`src/rtl/neuron_layer_seq.sv`:
```
// neuron_layer_seq: time-multiplexed fully-connected layer, one signed MAC shared by NC neurons.
// Optional round-half-up in the output shift is enabled by defining NEURON_ROUND_EN.
module neuron_layer_seq #(
  parameter string HIDDEN = "yes",
  parameter int    NP     = 4,
  parameter int    NC     = 4,
  parameter int    WD     = 8,
  parameter int    FRAC   = 4,
  parameter int    AW     = 2*WD+$clog2(NP+1)+1
) (
  input  logic                             iCLK,
  input  logic                             iRST,
  input  logic                             iValid_AS,
  output logic                             oReady_AS,
  input  logic [NP*WD-1:0]                 iData_AS,
  output logic                             oValid_BS,
  input  logic                             iReady_BS,
  output logic [NC*WD-1:0]                 oData_BS,
  input  logic                             iWe,
  input  logic [$clog2(NC*(NP+1))-1:0]     iWAddr,
  input  logic [WD-1:0]                    iWData,
  output logic                             oWeReady
);
  localparam int NW  = NC*(NP+1);
  localparam int ABW = $clog2(NW);
  localparam int CW  = NC > 1 ? $clog2(NC) : 1;
  localparam int PW  = NP > 1 ? $clog2(NP) : 1;
  localparam bit RELU = (HIDDEN == "yes");
  localparam logic signed [AW-1:0] MAXV = (AW'(1) <<< (WD-1)) - AW'(1);
  localparam logic signed [AW-1:0] MINV = -(AW'(1) <<< (WD-1));
`ifdef NEURON_ROUND_EN
  localparam logic signed [AW-1:0] RND = FRAC > 0 ? AW'(1) <<< (FRAC > 0 ? FRAC-1 : 0) : '0;
`else
  localparam logic signed [AW-1:0] RND = '0;
`endif

  typedef enum logic [1:0] {IDLE, MAC, STORE, DONE} state_t;

  state_t                  state_q, state_d;
  logic [CW-1:0]           c_q, c_d;
  logic [PW-1:0]           p_q, p_d;
  logic signed [AW-1:0]    acc_q, acc_d, r;
  logic [NP*WD-1:0]        x_q, x_d;
  logic [NC*WD-1:0]        y_q, y_d;
  logic [WD-1:0]           mem_q [NW];
  logic [ABW-1:0]          widx, bnidx;
  logic signed [WD-1:0]    x_cur, w_cur, b0, b_next, sat, res;
  logic signed [2*WD-1:0]  prod;
  logic                    last_c, idle;

  function automatic logic signed [AW-1:0] bext(input logic signed [WD-1:0] b);
    return {{(AW-WD){b[WD-1]}}, b} <<< FRAC;
  endfunction

  assign idle      = (state_q == IDLE);
  assign oReady_AS = idle;
  assign oWeReady  = idle;
  assign oValid_BS = (state_q == DONE);
  assign oData_BS  = y_q;

  // Datapath: operand fetch, product, shifted/saturated/activated result of the current neuron
  always_comb begin
    last_c = (c_q == CW'(NC-1));
    widx   = ABW'(int'(c_q)*(NP+1) + int'(p_q));
    bnidx  = last_c ? ABW'(NP) : ABW'(int'(c_q)*(NP+1) + 2*NP+1);
    x_cur  = x_q[int'(p_q)*WD +: WD];
    w_cur  = mem_q[widx];
    prod   = x_cur * w_cur;
    b0     = (iWe && iWAddr == ABW'(NP)) ? iWData : mem_q[NP];
    b_next = mem_q[bnidx];
    r      = (acc_q + RND) >>> FRAC;
    sat    = r > MAXV ? MAXV[WD-1:0] : r < MINV ? MINV[WD-1:0] : r[WD-1:0];
    res    = (RELU && sat[WD-1]) ? '0 : sat;
  end

  // Next-state logic for the accept/MAC/store/handoff sequence
  always_comb begin
    state_d = state_q;
    c_d     = c_q;
    p_d     = p_q;
    acc_d   = acc_q;
    x_d     = x_q;
    y_d     = y_q;
    case (state_q)
      IDLE: if (iValid_AS) begin
        x_d     = iData_AS;
        c_d     = '0;
        p_d     = '0;
        acc_d   = bext(b0);
        state_d = MAC;
      end
      MAC: begin
        acc_d   = acc_q + {{(AW-2*WD){prod[2*WD-1]}}, prod};
        p_d     = (p_q == PW'(NP-1)) ? '0 : p_q + PW'(1);
        state_d = (p_q == PW'(NP-1)) ? STORE : MAC;
      end
      STORE: begin
        y_d[int'(c_q)*WD +: WD] = res;
        c_d     = last_c ? c_q : c_q + CW'(1);
        p_d     = '0;
        acc_d   = last_c ? acc_q : bext(b_next);
        state_d = last_c ? DONE : MAC;
      end
      DONE: state_d = iReady_BS ? IDLE : DONE;
      default: state_d = IDLE;
    endcase
  end

  // Control and datapath registers
  always_ff @(posedge iCLK or negedge iRST) begin
    if (!iRST) begin
      state_q <= IDLE;
      c_q     <= '0;
      p_q     <= '0;
      acc_q   <= '0;
      x_q     <= '0;
      y_q     <= '0;
    end else begin
      state_q <= state_d;
      c_q     <= c_d;
      p_q     <= p_d;
      acc_q   <= acc_d;
      x_q     <= x_d;
      y_q     <= y_d;
    end
  end

  // Weight/bias store, writable only while idle; out-of-range addresses are dropped
  always_ff @(posedge iCLK or negedge iRST) begin
    if (!iRST) begin
      for (int i = 0; i < NW; i++) mem_q[i] <= '0;
    end else if (iWe && idle && 32'(iWAddr) < NW) begin
      mem_q[iWAddr] <= iWData;
    end
  end
endmodule

```
`config.mk`:
```
export PLATFORM = sky130hd
export DESIGN_NAME = neuron_layer_seq
export DESIGN_NICKNAME = d
export VERILOG_FILES = /design/src/rtl/neuron_layer_seq.sv
export SDC_FILE = /design/constraint.sdc
export NUM_CORES = 1
export LEC_CHECK = 0
export ABC_AREA = 1
export ABC_CLOCK_PERIOD_IN_PS = 6300
export CAP_MARGIN = 20
export CELL_PAD_IN_SITES_DETAIL_PLACEMENT = 1
export CELL_PAD_IN_SITES_GLOBAL_PLACEMENT = 1
export CORE_MARGIN = 2
export CORE_UTILIZATION = 30
export DETAILED_ROUTE_END_ITERATION = 6
export GPL_ROUTABILITY_DRIVEN = 0
export MAX_ROUTING_LAYER = met4
export PLACE_DENSITY = 0.57
export SYNTH_ARGS = -nofsm -noshare
export SYNTH_HDL_FRONTEND = slang
export SYNTH_SLANG_ARGS = --single-unit
```
`constraint.sdc`:
```
create_clock -name iCLK -period 6.3 [get_ports iCLK]
set_clock_uncertainty 0.05 [all_clocks]
set_input_delay 1.26 -clock iCLK [delete_from_list [all_inputs] [get_ports iCLK]]
set_output_delay 1.26 -clock iCLK [all_outputs]
set_load 0.01 [all_outputs]
```
* Yosys cells after proc, flatten, opt, wreduce, memory -nomap -nowiden
Index checks and enable logic that the tools add are counted.
** Storage, ports and cells
- Register bits after elaboration :: 250
- Output and inout port bits :: 35
- Logic and storage cells :: 95
** Operators by class
- Add/subtract/negate cells :: 7
- Multipliers :: 2
- Magnitude comparators :: 7
- Eq/ne operators :: 8
- Shift-type cells :: 3
- Muxes and demuxes :: 28
- Bitwise gates (word level) :: 3
- Reduce and logical (&&, ||, !) cells :: 11
** Operators with widths (number)
- bitwise mux 160 bit :: 1
- binary-select mux 8 bit (select 5 bit) :: 2
- two-way mux 8 bit :: 8
- case mux 20 bit (3 select lines) :: 1
- demux 8 bit (select 5 bit) :: 1
- two-way mux 20 bit :: 2
- negation 5 -> 33 bit :: 1
- variable shift 8 x 33 -> 32 bit, first input constant :: 1
- variable part select 8 x 33 -> 32 bit :: 1
- bitwise mux 32 bit :: 1
- variable part select 32 x 6 -> 8 bit :: 1
- adder 20 bit :: 1
- greater-or-equal comparator 6 bit, second input constant :: 3
- inverter 5 -> 6 bit :: 3
- greater-than comparator 16 x 8 -> 1 bit, second input constant :: 1
- < comparator 16 x 8 -> 1 bit, second input constant :: 1
- multiplier 8 x 8 -> 16 bit :: 1
- two-way mux 2 bit :: 7
- equality test 2 bit, second input constant :: 4
- case mux 2 bit (4 select lines) :: 1
- two-way mux 7 bit :: 1
- < comparator 6 x 1 -> 1 bit, second input constant :: 1
- case mux 2 bit (3 select lines) :: 1
- AND reduction 3 bit :: 2
- 16 further kinds :: 22

* Depth between registers and ports, before layout
Gate-level depths: netlist of run 1.
- Depth after elaboration :: 10
- Gate-level depth with buffers :: 42
- Mapped depth without buffers :: 40

* Worst setup path after synthesis of run 1
Ideal clock, no wire load.
- Path kind :: register to register
- Start point :: reg c_q[0]
- End point :: reg acc_q[19]
- Setup time :: 0.135 ns
- Data arrival time :: 6.809 ns
- Data required time :: 6.115 ns
- Slack :: -0.694 ns
- Stages on the path, launching flop included :: 37
- Buffers on the path :: 2
- Period minus slack after synthesis :: 6.994 ns
- Path through :: dfrtp_1 -> ha_1 -> fa_1 -> buf_2 -> buf_1 -> a31oi_1 -> o21ai_1 -> nand3_1 -> nand3_1 -> a21boi_2 -> nor2_1 -> fa_1 -> inv_1 -> fa_1 -> inv_1 -> fa_1 -> inv_1 -> fa_1 -> inv_1 -> ha_1 -> a21oi_1 -> nand2_1 -> a21oi_1 -> nor2_1 -> nor2_1 -> xor2_1 -> inv_1 -> ha_1 -> a21oi_1 -> a21boi_0 -> nand2_1 -> nand2_1 -> nand2_1 -> nor2_1 -> nand3_1 -> nand3_1 -> a21oi_1
** On the way
- Longest elaborated chain between the ends :: 10
** Ends and longest elaborated chain
- from (decl) :: RTL line 40 : logic [CW-1:0] c_q, c_d;
- from (signal assigned) :: RTL line 113 : c_q <= '0;
- from (signal assigned) :: RTL line 120 : c_q <= c_d;
- branches (longest 10 deep; another with adder 20 bit)
- to (signal assigned) :: RTL line 115 : acc_q <= '0;
- to (signal assigned) :: RTL line 122 : acc_q <= acc_d;
- to (decl) :: RTL line 42 : logic signed [AW-1:0] acc_q, acc_d, r;
Parallel ways; which one is timed is not known. The select of a mux whose other input is x is not followed.
A chain may end at the register's enable or synchronous reset.

* Worst setup path after layout of run 1
- Start point :: reg p_q[0]
- End point :: reg acc_q[18]
** On the way
- Longest elaborated chain between the ends :: 8
** Ends and longest elaborated chain
- from (decl) :: RTL line 41 : logic [PW-1:0] p_q, p_d;
- from (signal assigned) :: RTL line 121 : p_q <= p_d;
- adder 5 x 3 -> 5 bit :: RTL line 64 : widx = ABW'(int'(c_q)*(NP+1) + int'(p_q));
- inverter 5 -> 6 bit (implied by the code) :: RTL line 67 : w_cur = mem_q[widx];
- binary-select mux 8 bit (select 5 bit) :: RTL line 67
- two-way mux 8 bit (implied by the code) (2 in a row) :: RTL line 67
- multiplier 8 x 8 -> 16 bit * :: RTL line 68 : prod = x_cur * w_cur;
- adder 20 bit * :: RTL line 93 : acc_d = acc_q + {{(AW-2*WD){prod[2*WD-1]}}, prod};
- case mux 20 bit (3 select lines) * :: RTL line 84 : case (state_q)
Mark *: on every way between the ends. The rest lies on a longest branch, timed or not. The select of a mux whose other input is x is not followed.

==> flow_summary.ini, run 1 <==
[cells_and_area]
regArea_um2 = 6160
final_util = 0.382
fin_nets = 2366
insertedDiodeCount = 0
area_delta_synth_final_pct = 26.5
fillerInstances = 6238
drive_gt1_frac = 0.174
multi_input_area_um2 = 9170

[setup_path]
critPathLaunchType = flip-flop
r2r_start = p_q[0]
slowest_stage = fa_2
crit_path_max_fanout = 15
max_stage_delay_ns = 0.56
cpMostUsedCell = fa_1
required_ns = 6.70
worstPathArrival_ns = 7.41
crit_type = reg2reg
startpoint = p_q[0]
critPathCaptureType = flip-flop

[synth]
synth.avg_cell_area_um2 = 7.76
ys_dominant_reg_cell = dfrtp_1
synth_top_area_share = 0.389
synth_most_common_cell = nand2_1
syn-cell-area_um2 = 15800
synth-seq-cells = 246
synth-compound-area-share = 0.166
synth-edff-count = 0
yosys_warnings = 0
yosysTopAreaCell = dfrtp_1
synth_top_family_by_area = simple AND/OR/NAND/NOR gates
ys_seq_area_frac = 0.389
synthCells = 2039
synth_cell_types = 50
synth_simple_gate_area_frac = 0.217
synthAdderAreaFrac = 0.122
synth_xor_area_frac = 0.0104
synth_common_cells = 549 x nand2_1, 246 x dfrtp_1, 198 x inv_1
synthMuxAreaShare = 0.0185
async_flop_share = 1.00
synth.area.top_cells = dfrtp_1 39%, nand2_1 13%, fa_1 7.3%

[detailed_routing]
wl_per_cell_um = 19.7
drc = 0
first_pass_iters = 5
routed_wl_mm = 57.2
vias = 14400
drt_iter0_drc = 800
antenna_left = 0
avgViaCountPerCell = 4.98

[floorplanning]
die_w_um = 234
rows = 84
initial_core_util = 0.302
die_area_um2 = 54600
core_um2 = 52300
fp.dieH_um = 234
io_pins = 85

[sta]
fmax_mhz = 143
relSlewSlack = 0.258
hold_viol_final = 0
layout_min_cycle_time_ns = 7.01
finalSetupViolCount = 12
worst_slew_pin_slew_ns = 1.11
period_share = 1.11
rsz0062_at_grt = yes
fin_ws_ns = -0.708
slew_violations = 0

[job]
drv_cap = 0

[clocking]
cts_tree = yes
clk_path_buf_depth = 3
clock_sinks = 246
cts_max_level = 1
cts_buffers = 31
worstSkewPairLatency_ns = 0.60
cts_root_buf = clkbuf_16
clk_transition_reported_paths_ns = 0.06

[global_route]
grt_pass1_vias = 15500
grt_max_degree = 125
grtUsageTotal = 0.220
overflow = 0
grt_pass1_wl_mm = 90.2
antenna_found_initial = 0

[placed_design]
dp_hpwl_mm = 42.3
io_buffers = 80
place_ws_ns = -1.00

[outcome]
violations = setup timing
outcome = complete, but fails checks

[min_path]
hp-class = reg2reg
worstHoldStart = mem_q[88]
[flip-flops by register name (all words and copies together) (netlist names)]
| name | flops |
|---|---|
| mem_q | 160 |
| x_q | 32 |
| oData_BS | 28 |
| acc_q | 20 |
| c_q | 2 |
| p_q | 2 |
| state_q | 2 |
[worst max-delay path: cells and delay by family (launching register included)]
kind / cells / cell delay, ns
and+or+nand+nor: 10 / 1.17
adders and majority gates: 8 / 3.39
DFF: 1 / 0.41
buffers and inverters: 7 / 0.68
AOI/OAI and AO/OA: 8 / 0.98
xor gates and xnor gates: 1 / 0.18
[timing repair]
item / in CTS / in global routing
endpoints found under the setup margin: 14 / 15
buffers inserted: 8 / 1
hold buffers: 0 / 0
pin swaps: 24 / 15
resized for setup: 77 / 40
[final cells by class]
type | instances | area share
Sequential cell | 246 | 0.308
Clock inverter | 12 | 0.00688
Multi-Input combinational cell | 1481 | 0.458
Timing Repair Buffer | 218 | 0.101
Clock buffer | 38 | 0.0421
Tap cell | 688 | 0.0430
Inverter | 219 | 0.0418
[metal layers]
metal / vias to the layer above / GRT usage / part of all wire
li1: 6966 / - / -
met1: 7128 / 0.287 / 0.46
met2: 260 / 0.358 / 0.47
met3: 94 / 0.0277 / 0.040
met4: 0 / 0.0611 / 0.028
met5: - / - / 0
[worst paths after layout]
kind / end / slack [ns] / cells after the start
min reg2reg: mem_q[88] / 0.43 / 2
max: acc_q[18] / -0.71 / 34
max in group asynchronous: mem_q[57] / 4.33 / 2
max reg2reg: acc_q[18] / -0.71 / 34
min: mem_q[88] / 0.43 / 2
min in group asynchronous: oData_BS[28] / 0.54 / 1
[cells by family (layout without fill, tap and decap cells)]
group | Yosys count | after routing
buffers and inverters | 315 | 487
XOR/XNOR | 17 | 17
other | 1 | 4
flip-flops | 246 | 246
adder cells (fa/ha/maj) | 119 | 119
AND/OR/NAND/NOR | 840 | 840
AO/OA/AOI/OAI | 475 | 475
multiplexers | 26 | 26
[cell usage in the layout, fill, tap and decap left out, types with 39 or more instances in the layout]
master	synthesis	layout
nand2_1	549	527
dfrtp_1	246	245
inv_1	198	191
o21ai_0	150	137
nor2_1	146	132
buf_4	5	124
a21oi_1	136	116
o21ai_1	95	105
clkdlybuf4s50_1	0	79
nand3_1	89	73
fa_1	58	55
ha_1	61	39
[per-stage QoR]
step	hold WS, ns	std cells	area (µm²)	setup TNS [ns]
after CTS	0.439	2901	19900	-7.16
after detailed placement	0.424	2843	18500	-10.17
after floorplan	0.403	2042	16100	-0.800
final	0.433	2902	20000	-6.09
after global placement	0.417	2843	18500	-8.37
after global routing	0.458	2902	20000	-10.74
Power of run 1 is left out: the tool's default activity adds up to more than one toggle a clock period on the data nets, which glitch-free logic cannot reach.
==> run 2, diff against run 1 <==
--- a/config.mk
+++ b/config.mk
@@ -6,7 +6,6 @@
 export NUM_CORES = 1
 export LEC_CHECK = 0
 export ABC_AREA = 1
-export ABC_CLOCK_PERIOD_IN_PS = 6300
 export CAP_MARGIN = 20
 export CELL_PAD_IN_SITES_DETAIL_PLACEMENT = 1
 export CELL_PAD_IN_SITES_GLOBAL_PLACEMENT = 1
@@ -19,3 +18,4 @@
 export SYNTH_ARGS = -nofsm -noshare
 export SYNTH_HDL_FRONTEND = slang
 export SYNTH_SLANG_ARGS = --single-unit
+export TNS_END_PERCENT = 20
==> run 2 against run 1 <==
Effect of this change: the run still ends with setup timing left; worst hold slack got worse by 0.0010 ns; sequential share of layout area decreased by 0.62 points; global-route usage increased by 0.11 points; register-to-register slack about the same; non-clock buffer count increased by 38; worst setup slack improved by 0.0074 ns; via count increased by 1.3%; cell count increased by 1.5%; fmax increased by 0.11%; largest cell class unchanged; utilization increased by 0.79 points; first-iteration DRC count increased by 24%; count of clock-buffer cells in the layout increased by 6.
==> flow_summary.ini, run 2 (synthesized netlist as in run 1, its figures left out) <==
[placed_design]
dp_hpwl_mm = 43.0
io_buffers = 80
dp_cells = 2873
place_ws_ns = -1.04

[sta]
period_share = 1.11
fmax_mhz = 143
relSlewSlack = 0.267
layout_min_cycle_time_ns = 7.00
fin_ws_ns = -0.701
finalSetupTns_ns = -6.14
rsz0062_at_grt = yes
finalSetupViolCount = 13
worst_slew_pin_slew_ns = 1.10
slew_violations = 0
hold_viol_final = 0
holdWs_ns = 0.432

[setup_path]
critPathLaunchType = flip-flop
worstPathArrival_ns = 7.37
required_ns = 6.67
crit_type = reg2reg
startpoint = p_q[0]
r2r_end = acc_q[16]
cpMostUsedCell = fa_1
r2r_slack_ns = -0.70
crit_end = acc_q[16]
reg2regPathDepth = 36
slowest_stage = fa_2
max_stage_delay_ns = 0.56
crit_path_max_fanout = 6
critPathCaptureType = flip-flop
r2r_start = p_q[0]

[detailed_routing]
drt_iter0_drc = 989
wl_per_cell_um = 19.6
avgViaCountPerCell = 4.97
drc = 0
antenna_left = 0
first_pass_iters = 5
vias = 14600
routed_wl_mm = 57.7

[clocking]
cts_tree = yes
clk_transition_reported_paths_ns = 0.06
worstSkewPairLatency_ns = 0.59
cts_max_level = 1
cts_buffers = 31
cts_root_buf = clkbuf_16
clk_path_buf_depth = 3
clock_sinks = 246

[floorplanning]
die_area_um2 = 54600
rows = 84
fp.dieH_um = 234
core_um2 = 52300
die_w_um = 234
initial_core_util = 0.302
io_pins = 85

[job]
drv_cap = 0

[min_path]
hp-class = reg2reg
hold_path_depth = 2

[cells_and_area]
top_register = mem_q
final_cell_mix = 525 x nand2_1, 245 x dfrtp_1, 189 x inv_1, 158 x buf_4, 136 x o21ai_0
area_delta_synth_final_pct = 29.1
drive_gt1_frac = 0.190
fillerInstances = 6198
instances_no_fill = 2945
regArea_um2 = 6160
multi_input_area_um2 = 9150
insertedDiodeCount = 0
mostFrequentLayoutCell = nand2_1
fin_nets = 2404
largest_reg_flops = 160

[global_route]
grtUsageTotal = 0.221
antenna_found_initial = 0
grt_pass1_wl_mm = 90.5
grt_pass1_vias = 15600
overflow = 0
grt_max_degree = 100

[outcome]
violations = setup timing
outcome = complete, but fails checks
==> run 2: changes by cell type in the layout (fill, tap and decap cells not counted), moves of 3 or more <==
cell and delta:
buf_4 +34, inv_2 +4, inv_4 -4, o21ai_2 +4
a21oi_4 -3, bufinv_16 +3, clkbuf_1 +3, clkbuf_8 +3
inv_6 +3, nor2_1 +3, nor2_2 -3, o21ai_1 -3
==> run 2: what timing repair did <==
action,4_1_cts,5_1_grt
hold buffers,0,0
endpoints found under the setup margin,14,15
gates resized for setup,99,27
gates cloned,1,0
setup buffers,16,0
pin swaps,43,19
==> run 2: critical path, delay by kind of cell (launching register included) <==
kind                       cells  cell delay [ns]
AOI/OAI and AO/OA              9             1.09
xor gates and xnor gates       1             0.09
adders and majority gates      8             3.33
buffers and inverters          8             0.76
DFF                            1             0.41
and+or+nand+nor               10             1.09
==> run 2: layout make-up <==
| cell class | count | area share |
|---|---|---|
| clock buffer | 44 | 0.0438 |
| inverter | 219 | 0.0410 |
| sequential | 246 | 0.301 |
| multi-input combinational | 1481 | 0.448 |
| timing repair buffer | 256 | 0.115 |
| tap | 688 | 0.0421 |
| clock inverter | 11 | 0.00931 |
==> run 2: per-layer routing <==
layer / global-route usage / share of wire / up-vias
li1: - / - / 7065
met1: 0.289 / 0.46 / 7249
met2: 0.355 / 0.47 / 239
met3: 0.0319 / 0.041 / 87
met4: 0.0635 / 0.029 / 0
met5: - / 0 / -
==> run 2: worst min path at each step <==
stage / startpoint / end / slack (ns)
2_1_floorplan: mem_q[144] / mem_q[144] / 0.40
3_3_place_gp: oData_BS[5] / oData_BS[5] / 0.42
3_5_place_dp: mem_q[99] / mem_q[99] / 0.42
4_1_cts: mem_q[99] / mem_q[99] / 0.44
5_1_grt: mem_q[150] / mem_q[150] / 0.46
6_report: oData_BS[4] / oData_BS[4] / 0.43
==> run 2: stage by stage <==
step / util / area, µm²
floorplan: - / 16100
global placement: 0.356 / 18700
detailed placement: 0.357 / 18700
CTS: 0.388 / 20300
global route: 0.390 / 20400
finish: 0.390 / 20400
Power of run 2 is left out for the same reason.
